`src/rtl/sb_rx_deser_pkg.sv`:
```
// Shared types and default sizing for the sideband receive deserializer.
package sb_rx_deser_pkg;

   // Receive FSM states: waiting for a first bit, mid-packet, post-packet gap.
   typedef enum logic [1:0] {
      IDLE  = 2'd0,
      SHIFT = 2'd1,
      GAP   = 2'd2
   } sb_rx_state_e;

   localparam int SB_PKT_W  = 64;
   localparam int SB_GAP_UI = 32;

endpackage

```
`src/rtl/sb_gap_timer.sv`:
```
// Saturating counter of consecutive idle (valid-low) cycles on the sideband lane.
// Preset forces the "gap already satisfied" value; clear restarts counting.
module sb_gap_timer
   import sb_rx_deser_pkg::*;
#(
   parameter int GAP_UI = SB_GAP_UI
) (
   input  logic i_clk,
   input  logic i_rst_n,
   input  logic i_preset,
   input  logic i_clear,
   input  logic i_idle,
   output logic o_gap_met,
   output logic o_reach
);

   localparam int CNT_W = $clog2(GAP_UI + 1);
   localparam logic [CNT_W-1:0] CNT_MAX = CNT_W'(GAP_UI);
   localparam logic [CNT_W-1:0] CNT_PRE = CNT_W'(GAP_UI - 1);
   localparam logic [CNT_W-1:0] CNT_ONE = CNT_W'(1);

   logic [CNT_W-1:0] cnt_q;
   logic [CNT_W-1:0] cnt_d;

   // Next count: preset beats clear, clear beats a saturating increment.
   always_comb begin
      cnt_d = cnt_q;
      if (i_preset) begin
         cnt_d = CNT_MAX;
      end else if (i_clear) begin
         cnt_d = '0;
      end else if (i_idle && (cnt_q != CNT_MAX)) begin
         cnt_d = cnt_q + CNT_ONE;
      end
   end

   // Count register; out of reset the gap counts as already met.
   always_ff @(posedge i_clk or negedge i_rst_n) begin
      if (!i_rst_n) begin
         cnt_q <= CNT_MAX;
      end else begin
         cnt_q <= cnt_d;
      end
   end

   assign o_gap_met = (cnt_q == CNT_MAX);
   // High on the idle cycle whose edge brings the count up to GAP_UI.
   assign o_reach   = i_idle && !i_preset && !i_clear && (cnt_q == CNT_PRE);

endmodule

```
`src/rtl/sb_rx_deserializer.sv`:
```
// Sideband RX deserializer: shifts in one bit per valid cycle, hands each
// completed packet to the consumer with a level done/ack handshake, and flags
// short inter-packet gaps, mid-packet timeouts and unconsumed-packet overruns.
module sb_rx_deserializer
   import sb_rx_deser_pkg::*;
#(
   parameter int PKT_W     = SB_PKT_W,
   parameter int GAP_UI    = SB_GAP_UI,
   parameter int LSB_FIRST = 1
) (
   input  logic             i_clk,
   input  logic             i_rst_n,
   input  logic             i_enable,
   input  logic             i_ser_data,
   input  logic             i_ser_valid,
   input  logic             i_de_ser_done_sampled,
   output logic [PKT_W-1:0] o_deser_data,
   output logic             o_de_ser_done,
   output logic             o_gap_violation,
   output logic             o_frame_error,
   output logic             o_overrun
);

   localparam int CNT_W = $clog2(PKT_W);
   localparam logic [CNT_W-1:0] BIT_LAST = CNT_W'(PKT_W - 1);
   localparam logic [CNT_W-1:0] BIT_ONE  = CNT_W'(1);

   sb_rx_state_e     state_q,   state_d;
   logic [CNT_W-1:0] bit_cnt_q, bit_cnt_d;
   logic [PKT_W-1:0] shift_q,   shift_d;
   logic             cmpl_q,    cmpl_d;
   logic [PKT_W-1:0] data_q,    data_d;
   logic             done_q,    done_d;
   logic             gapv_q,    gapv_d;
   logic             ferr_q,    ferr_d;
   logic             ovr_q,     ovr_d;

   logic [PKT_W-1:0] shift_in;
   logic             gap_met;
   logic             idle_reach;

   // Bit ordering is fixed at elaboration: after PKT_W shifts the first bit
   // sits at bit 0 (LSB first) or at bit PKT_W-1 (MSB first).
   generate
      if (LSB_FIRST != 0) begin : g_lsb_first
         assign shift_in = {i_ser_data, shift_q[PKT_W-1:1]};
      end else begin : g_msb_first
         assign shift_in = {shift_q[PKT_W-2:0], i_ser_data};
      end
   endgenerate

   // One timer serves both roles: inter-packet gap and mid-packet idle timeout,
   // since both count consecutive valid-low cycles since the last bit.
   sb_gap_timer #(
      .GAP_UI (GAP_UI)
   ) u_gap_timer (
      .i_clk     (i_clk),
      .i_rst_n   (i_rst_n),
      .i_preset  (!i_enable),
      .i_clear   (i_enable && i_ser_valid),
      .i_idle    (i_enable && !i_ser_valid),
      .o_gap_met (gap_met),
      .o_reach   (idle_reach)
   );

   // Next-state: packet handoff to the consumer, then FSM/shift bookkeeping.
   always_comb begin
      state_d   = state_q;
      bit_cnt_d = bit_cnt_q;
      shift_d   = shift_q;
      cmpl_d    = 1'b0;
      data_d    = data_q;
      done_d    = done_q;
      gapv_d    = 1'b0;
      ferr_d    = 1'b0;
      ovr_d     = 1'b0;

      if (!i_enable) begin
         // Output data deliberately survives a disable; everything else clears.
         state_d   = IDLE;
         bit_cnt_d = '0;
         shift_d   = '0;
         done_d    = 1'b0;
      end else begin
         // cmpl_q marks the cycle after the last bit; shift_q still holds the
         // whole packet here even if a new packet starts shifting this cycle.
         if (cmpl_q) begin
            if (!done_q || i_de_ser_done_sampled) begin
               data_d = shift_q;
               done_d = 1'b1;
            end else begin
               ovr_d = 1'b1;
            end
         end else if (i_de_ser_done_sampled) begin
            done_d = 1'b0;
         end

         unique case (state_q)
            IDLE, GAP: begin
               if (i_ser_valid) begin
                  shift_d   = shift_in;
                  bit_cnt_d = BIT_ONE;
                  state_d   = SHIFT;
                  gapv_d    = !gap_met;
               end
            end
            SHIFT: begin
               if (i_ser_valid) begin
                  shift_d = shift_in;
                  if (bit_cnt_q == BIT_LAST) begin
                     bit_cnt_d = '0;
                     cmpl_d    = 1'b1;
                     state_d   = GAP;
                  end else begin
                     bit_cnt_d = bit_cnt_q + BIT_ONE;
                  end
               end else if (idle_reach) begin
                  // Lane went quiet too long mid-packet: drop the fragment.
                  ferr_d    = 1'b1;
                  bit_cnt_d = '0;
                  shift_d   = '0;
                  state_d   = IDLE;
               end
            end
            default: begin
               state_d   = IDLE;
               bit_cnt_d = '0;
            end
         endcase
      end
   end

   // State, datapath and registered outputs.
   always_ff @(posedge i_clk or negedge i_rst_n) begin
      if (!i_rst_n) begin
         state_q   <= IDLE;
         bit_cnt_q <= '0;
         shift_q   <= '0;
         cmpl_q    <= 1'b0;
         data_q    <= '0;
         done_q    <= 1'b0;
         gapv_q    <= 1'b0;
         ferr_q    <= 1'b0;
         ovr_q     <= 1'b0;
      end else begin
         state_q   <= state_d;
         bit_cnt_q <= bit_cnt_d;
         shift_q   <= shift_d;
         cmpl_q    <= cmpl_d;
         data_q    <= data_d;
         done_q    <= done_d;
         gapv_q    <= gapv_d;
         ferr_q    <= ferr_d;
         ovr_q     <= ovr_d;
      end
   end

   assign o_deser_data    = data_q;
   assign o_de_ser_done   = done_q;
   assign o_gap_violation = gapv_q;
   assign o_frame_error   = ferr_q;
   assign o_overrun       = ovr_q;

endmodule

```
`config.mk`:
```
export PLATFORM = sky130hd
export DESIGN_NAME = sb_rx_deserializer
export DESIGN_NICKNAME = d
export VERILOG_FILES = /design/src/rtl/sb_rx_deser_pkg.sv /design/src/rtl/sb_gap_timer.sv /design/src/rtl/sb_rx_deserializer.sv
export SDC_FILE = /design/constraint.sdc
export NUM_CORES = 1
export LEC_CHECK = 0
export ABC_AREA = 1
export BUFFER_PORTS_ARGS = -buffer_cell sky130_fd_sc_hd__buf_2
export CORE_UTILIZATION = 35
export CTS_CLUSTER_SIZE = 14
export DETAILED_ROUTE_END_ITERATION = 10
export GPL_ROUTABILITY_DRIVEN = 0
export PLACE_DENSITY = 0.6
export SYNTH_ARGS = -nofsm -noshare
export SYNTH_HDL_FRONTEND = slang
export SYNTH_SLANG_ARGS = --single-unit
```
`constraint.sdc`:
```
create_clock -name i_clk -period 1.8 [get_ports i_clk]
set_input_delay 0.09 -clock i_clk [delete_from_list [all_inputs] [get_ports i_clk]]
set_output_delay 0.09 -clock i_clk [all_outputs]
set_load 0.02 [all_outputs]
```
==> results list <==
- Slew @ Worst Pin: 499.7 ps
* Maximum fanout along the worst path: 20
- Buffers inserted to repair hold after CTS numbered 4.
- Synthesis produced a netlist with a net count of 694.
- The region available for standard cell placement spans 0.01796 sq mm.
* Setup violations, final: 0
- Pleak: approximately 3.5 nW
- DIE WIDTH: 137.4 microns
* Relative slew slack: 66.68%
* Layout Nets: around 760
- Prior to clock tree synthesis, the placed netlist has a worst setup slack of 194.0 ps.
- Starting Density: 35.70%
* Unrepaired setup endpoints after global routing: false
- Via count of the first global-routing pass: 4,255
- The worst setup path is launched from a flop.
- Once detailed placement completed, the half-perimeter wirelength came to 8028 microns.
- In this run the power density over the cells is 947.7 mW/mm^2.
- The Yosys step of the flow raised 0 warnings.
- Pin placement for this block handled 74 I/O pins.
* Final hold violation count: 0
- The clock drives 147 sinks.
- By startpoint and endpoint, the worst setup path is classified as flop to flop.
- The flow ran to the end, and the final reports show no timing, DRC or antenna violations.
- For flop-to-flop paths, the worst setup slack is 170 ps.
- Setup TNS after final layout: 0 ps
* Maximum operating frequency: about 0.6 GHz
- For the finished layout, the period the worst path requires is 1635 ps.
- Share of the synthesized area in the top cell type: 56.96%
* IO buf count: 73
- The H-tree generated during clock tree synthesis spans 4 levels.
* Critical Path RT: 2100 ps
- Entering global routing, the biggest net connects 67 pins.
- Number of remaining DRC errors: 0
* Total of flip-flops plus latches after synthesis: 147
- Number of filler instances in the final layout: 1,804
- The number of setup buffers added after CTS is 0.
- Dividing the detail-routed wire length by the instance count gives 12.63 microns.
- Register area share after synthesis: 57.37%
- Initial antenna violation count: 0
- Across every metal layer, demand over resource in global routing totals between 10 and 15%.
- Die outline height: 137.4 microns
* Total wirelength of the detailed-routed design: 12,560 microns
* PostCTS Resize Cnt: 0
* Number of vias in the routed layout: 4,527
* First-pass iteration count of the detailed router: 4
- The mapped netlist covers 0.006414 sq mm.
* Slew Viols, Final: 0
- MaxCap Viol Count: 0
- Synthesis produced a netlist whose cell count is 685.
* Final worst-path cycle share: 90.82%
- The count of nets left with antenna violations once routing finished came out at 0.
- In this run the mean area of a mapped cell was 9.363 sq um.
- Dominant cells by area after synthesis: dfrtp_1 (57%), nand2_1 (9.7%), o21ai_2 (8.7%)
- Final core utilization: 42.62%
- The post-route netlist has approximately a quarter of its cells at a drive strength greater than 1.
- For the final database, setup skew stands at 7.432 ps.
- After clock tree synthesis, the clock-pin slew on the worst setup and hold paths is ~60 ps.
* First DRT Iteration DRCs: 337
- From synthesis to final layout, the design area changed by 19.37%.
- Maximum clock path buffer count: 2
- Worst Setup End Kind: flop
* Clock buffers created by TritonCTS: 17
* Worst min path class: primary input to flop
* Highest ir drop seen on vdd: approximately 0.67 mV
- Dividing the detail-routed via count by the number of cells gives 4.554.
* Ant diodes: 0
- Yosys mapped the design onto 28 distinct sky130hd cell types.
* Minimum setup slack in the final design: 165.2 ps
- Number of rows created at floorplan: just under 50
- Insertion delay to the later sink of the worst-skew pair: approximately 420 ps
- Cell taking the most area after synthesis: dfrtp_1
- Data arrival at the endpoint of the critical path: 1930 ps
- Global-route wire length before repair: 21,250 microns
- Total grt overflow: 0
* Area enclosed by the die boundary: 0.01887 sq mm
- Library cell used as clock root buffer: clkbuf_16
* CTS tree: built
## Yosys cell counts
master	instances
clkbuf_1	17
nor2_4	1
nand2_1	166
o21bai_1	1
nor3_1	1
o21ai_0	72
or2_2	2
nor2_1	12
nand4_1	2
nand3_2	1
nand2_4	2
buf_2	8
inv_2	3
ha_1	3
nor4_1	1
dfstp_2	1
xor2_1	1
o21ai_2	64
xnor2_1	1
nor2_2	1
buf_1	2
dfrtp_1	146
buf_6	14
nand2_2	2
nand3_1	75
inv_1	84
a21oi_1	1
buf_4	1
## layer usage
metal | global-route usage [%] | vias up | routed length, microns
met5 | 0 | - | 0
met4 | 5.128 | 0 | 136
met3 | 3.974 | 10 | 384
met2 | 21.89 | 68 | 5783
met1 | 19.83 | 2137 | 6251
li1 | - | 2312 | -
## sequential cells by signal (all words and copies together), names as in the netlist
register and cells:
u_gap_timer.cnt_q 6, o_gap_violation 1, cmpl_q 1, o_deser_data 64
o_overrun 1, shift_q 64, state_q 2, o_de_ser_done 1
bit_cnt_q 6, o_frame_error 1
## layout make-up
| type | count | area, sq um | area share, % |
|---|---|---|---|
| Multi-Input combinational cell | 409 | 2152 | 28.11 |
| Clock buffer | 19 | 442.9 | 5.785 |
| Clock inverter | 13 | 158.9 | 2.075 |
| Inverter | 87 | 326.6 | 4.265 |
| Tap cell | 229 | 286.5 | 3.742 |
| Sequential cell | 147 | 3680 | 48.06 |
| Timing Repair Buffer | 90 | 609.3 | 7.959 |
## power breakdown
group / internal [mW] / leakage, nW / total [mW] / switching (mW)
Clock: 2.21 / 0.277 / 3.60 / 1.39
Combinational: 0.0805 / 1.22 / 0.321 / 0.240
Sequential: 3.32 / 2.05 / 3.34 / 0.0151
Total: 5.61 / 3.55 / 7.26 / 1.64
## worst max-delay path: stages, from the launching register on
cell and delay, ps:
dfrtp_1 400, ha_1 200, nand2_1 90, nor2_4 130
nand3_2 100, nand2_4 130, nand2_8 90, buf_4 230
nand2_1 100, o21ai_2 50
## kinds of logic after synthesis
family	Yosys count	share of synthesized area (%)
flip-flops	147	57.37
AND/OR/NAND/NOR	266	17.81
adder cells (fa/ha/maj)	3	0.5853
AO/OA/AOI/OAI	138	14.55
buffers and inverters	129	9.403
XOR/XNOR	2	0.2732
## layout by cell type (no fill, tap or decap), drive strengths merged, types with 2 or more instances in the layout
| master | Yosys | final |
|---|---|---|
| dlygate4sd3 | 0 | 4 |
| nand2 | 170 | 170 |
| dfrtp | 146 | 146 |
| nor2 | 14 | 14 |
| clkinv | 0 | 3 |
| nand4 | 2 | 2 |
| ha | 3 | 3 |
| buf | 25 | 86 |
| o21ai | 136 | 136 |
| nand3 | 76 | 76 |
| clkinvlp | 0 | 6 |
| clkbuf | 17 | 19 |
| or2 | 2 | 2 |
| bufinv | 0 | 3 |
| inv | 87 | 88 |
## path summary, 6_finish.rpt
kind | end | from | depth (start not counted)
max | shift_q[11] | u_gap_timer.cnt_q[0] | 9
min | o_overrun | i_enable | 3
max reg2reg | shift_q[11] | u_gap_timer.cnt_q[0] | 9
min reg2reg | o_deser_data[20] | o_deser_data[20] | 2
max in group asynchronous | shift_q[47] | i_rst_n | 3
min in group asynchronous | o_deser_data[21] | i_rst_n | 2
## per-stage QoR
stage | cell area [sq um] | hold slack (ps) | power, mW | instances
6_report | 7656 | 68.83 | 7.256 | 994
5_1_grt | 7656 | 71.35 | 7.530 | 994
4_1_cts | 7656 | 56.18 | 7.348 | 994
3_5_place_dp | 7014 | 89.01 | 3.719 | 958
3_3_place_gp | 7014 | 90.79 | 3.719 | 958
2_1_floorplan | 6414 | -205.6 | 3.595 | 685
No activity file was read; power rests on OpenSTA's default activity.
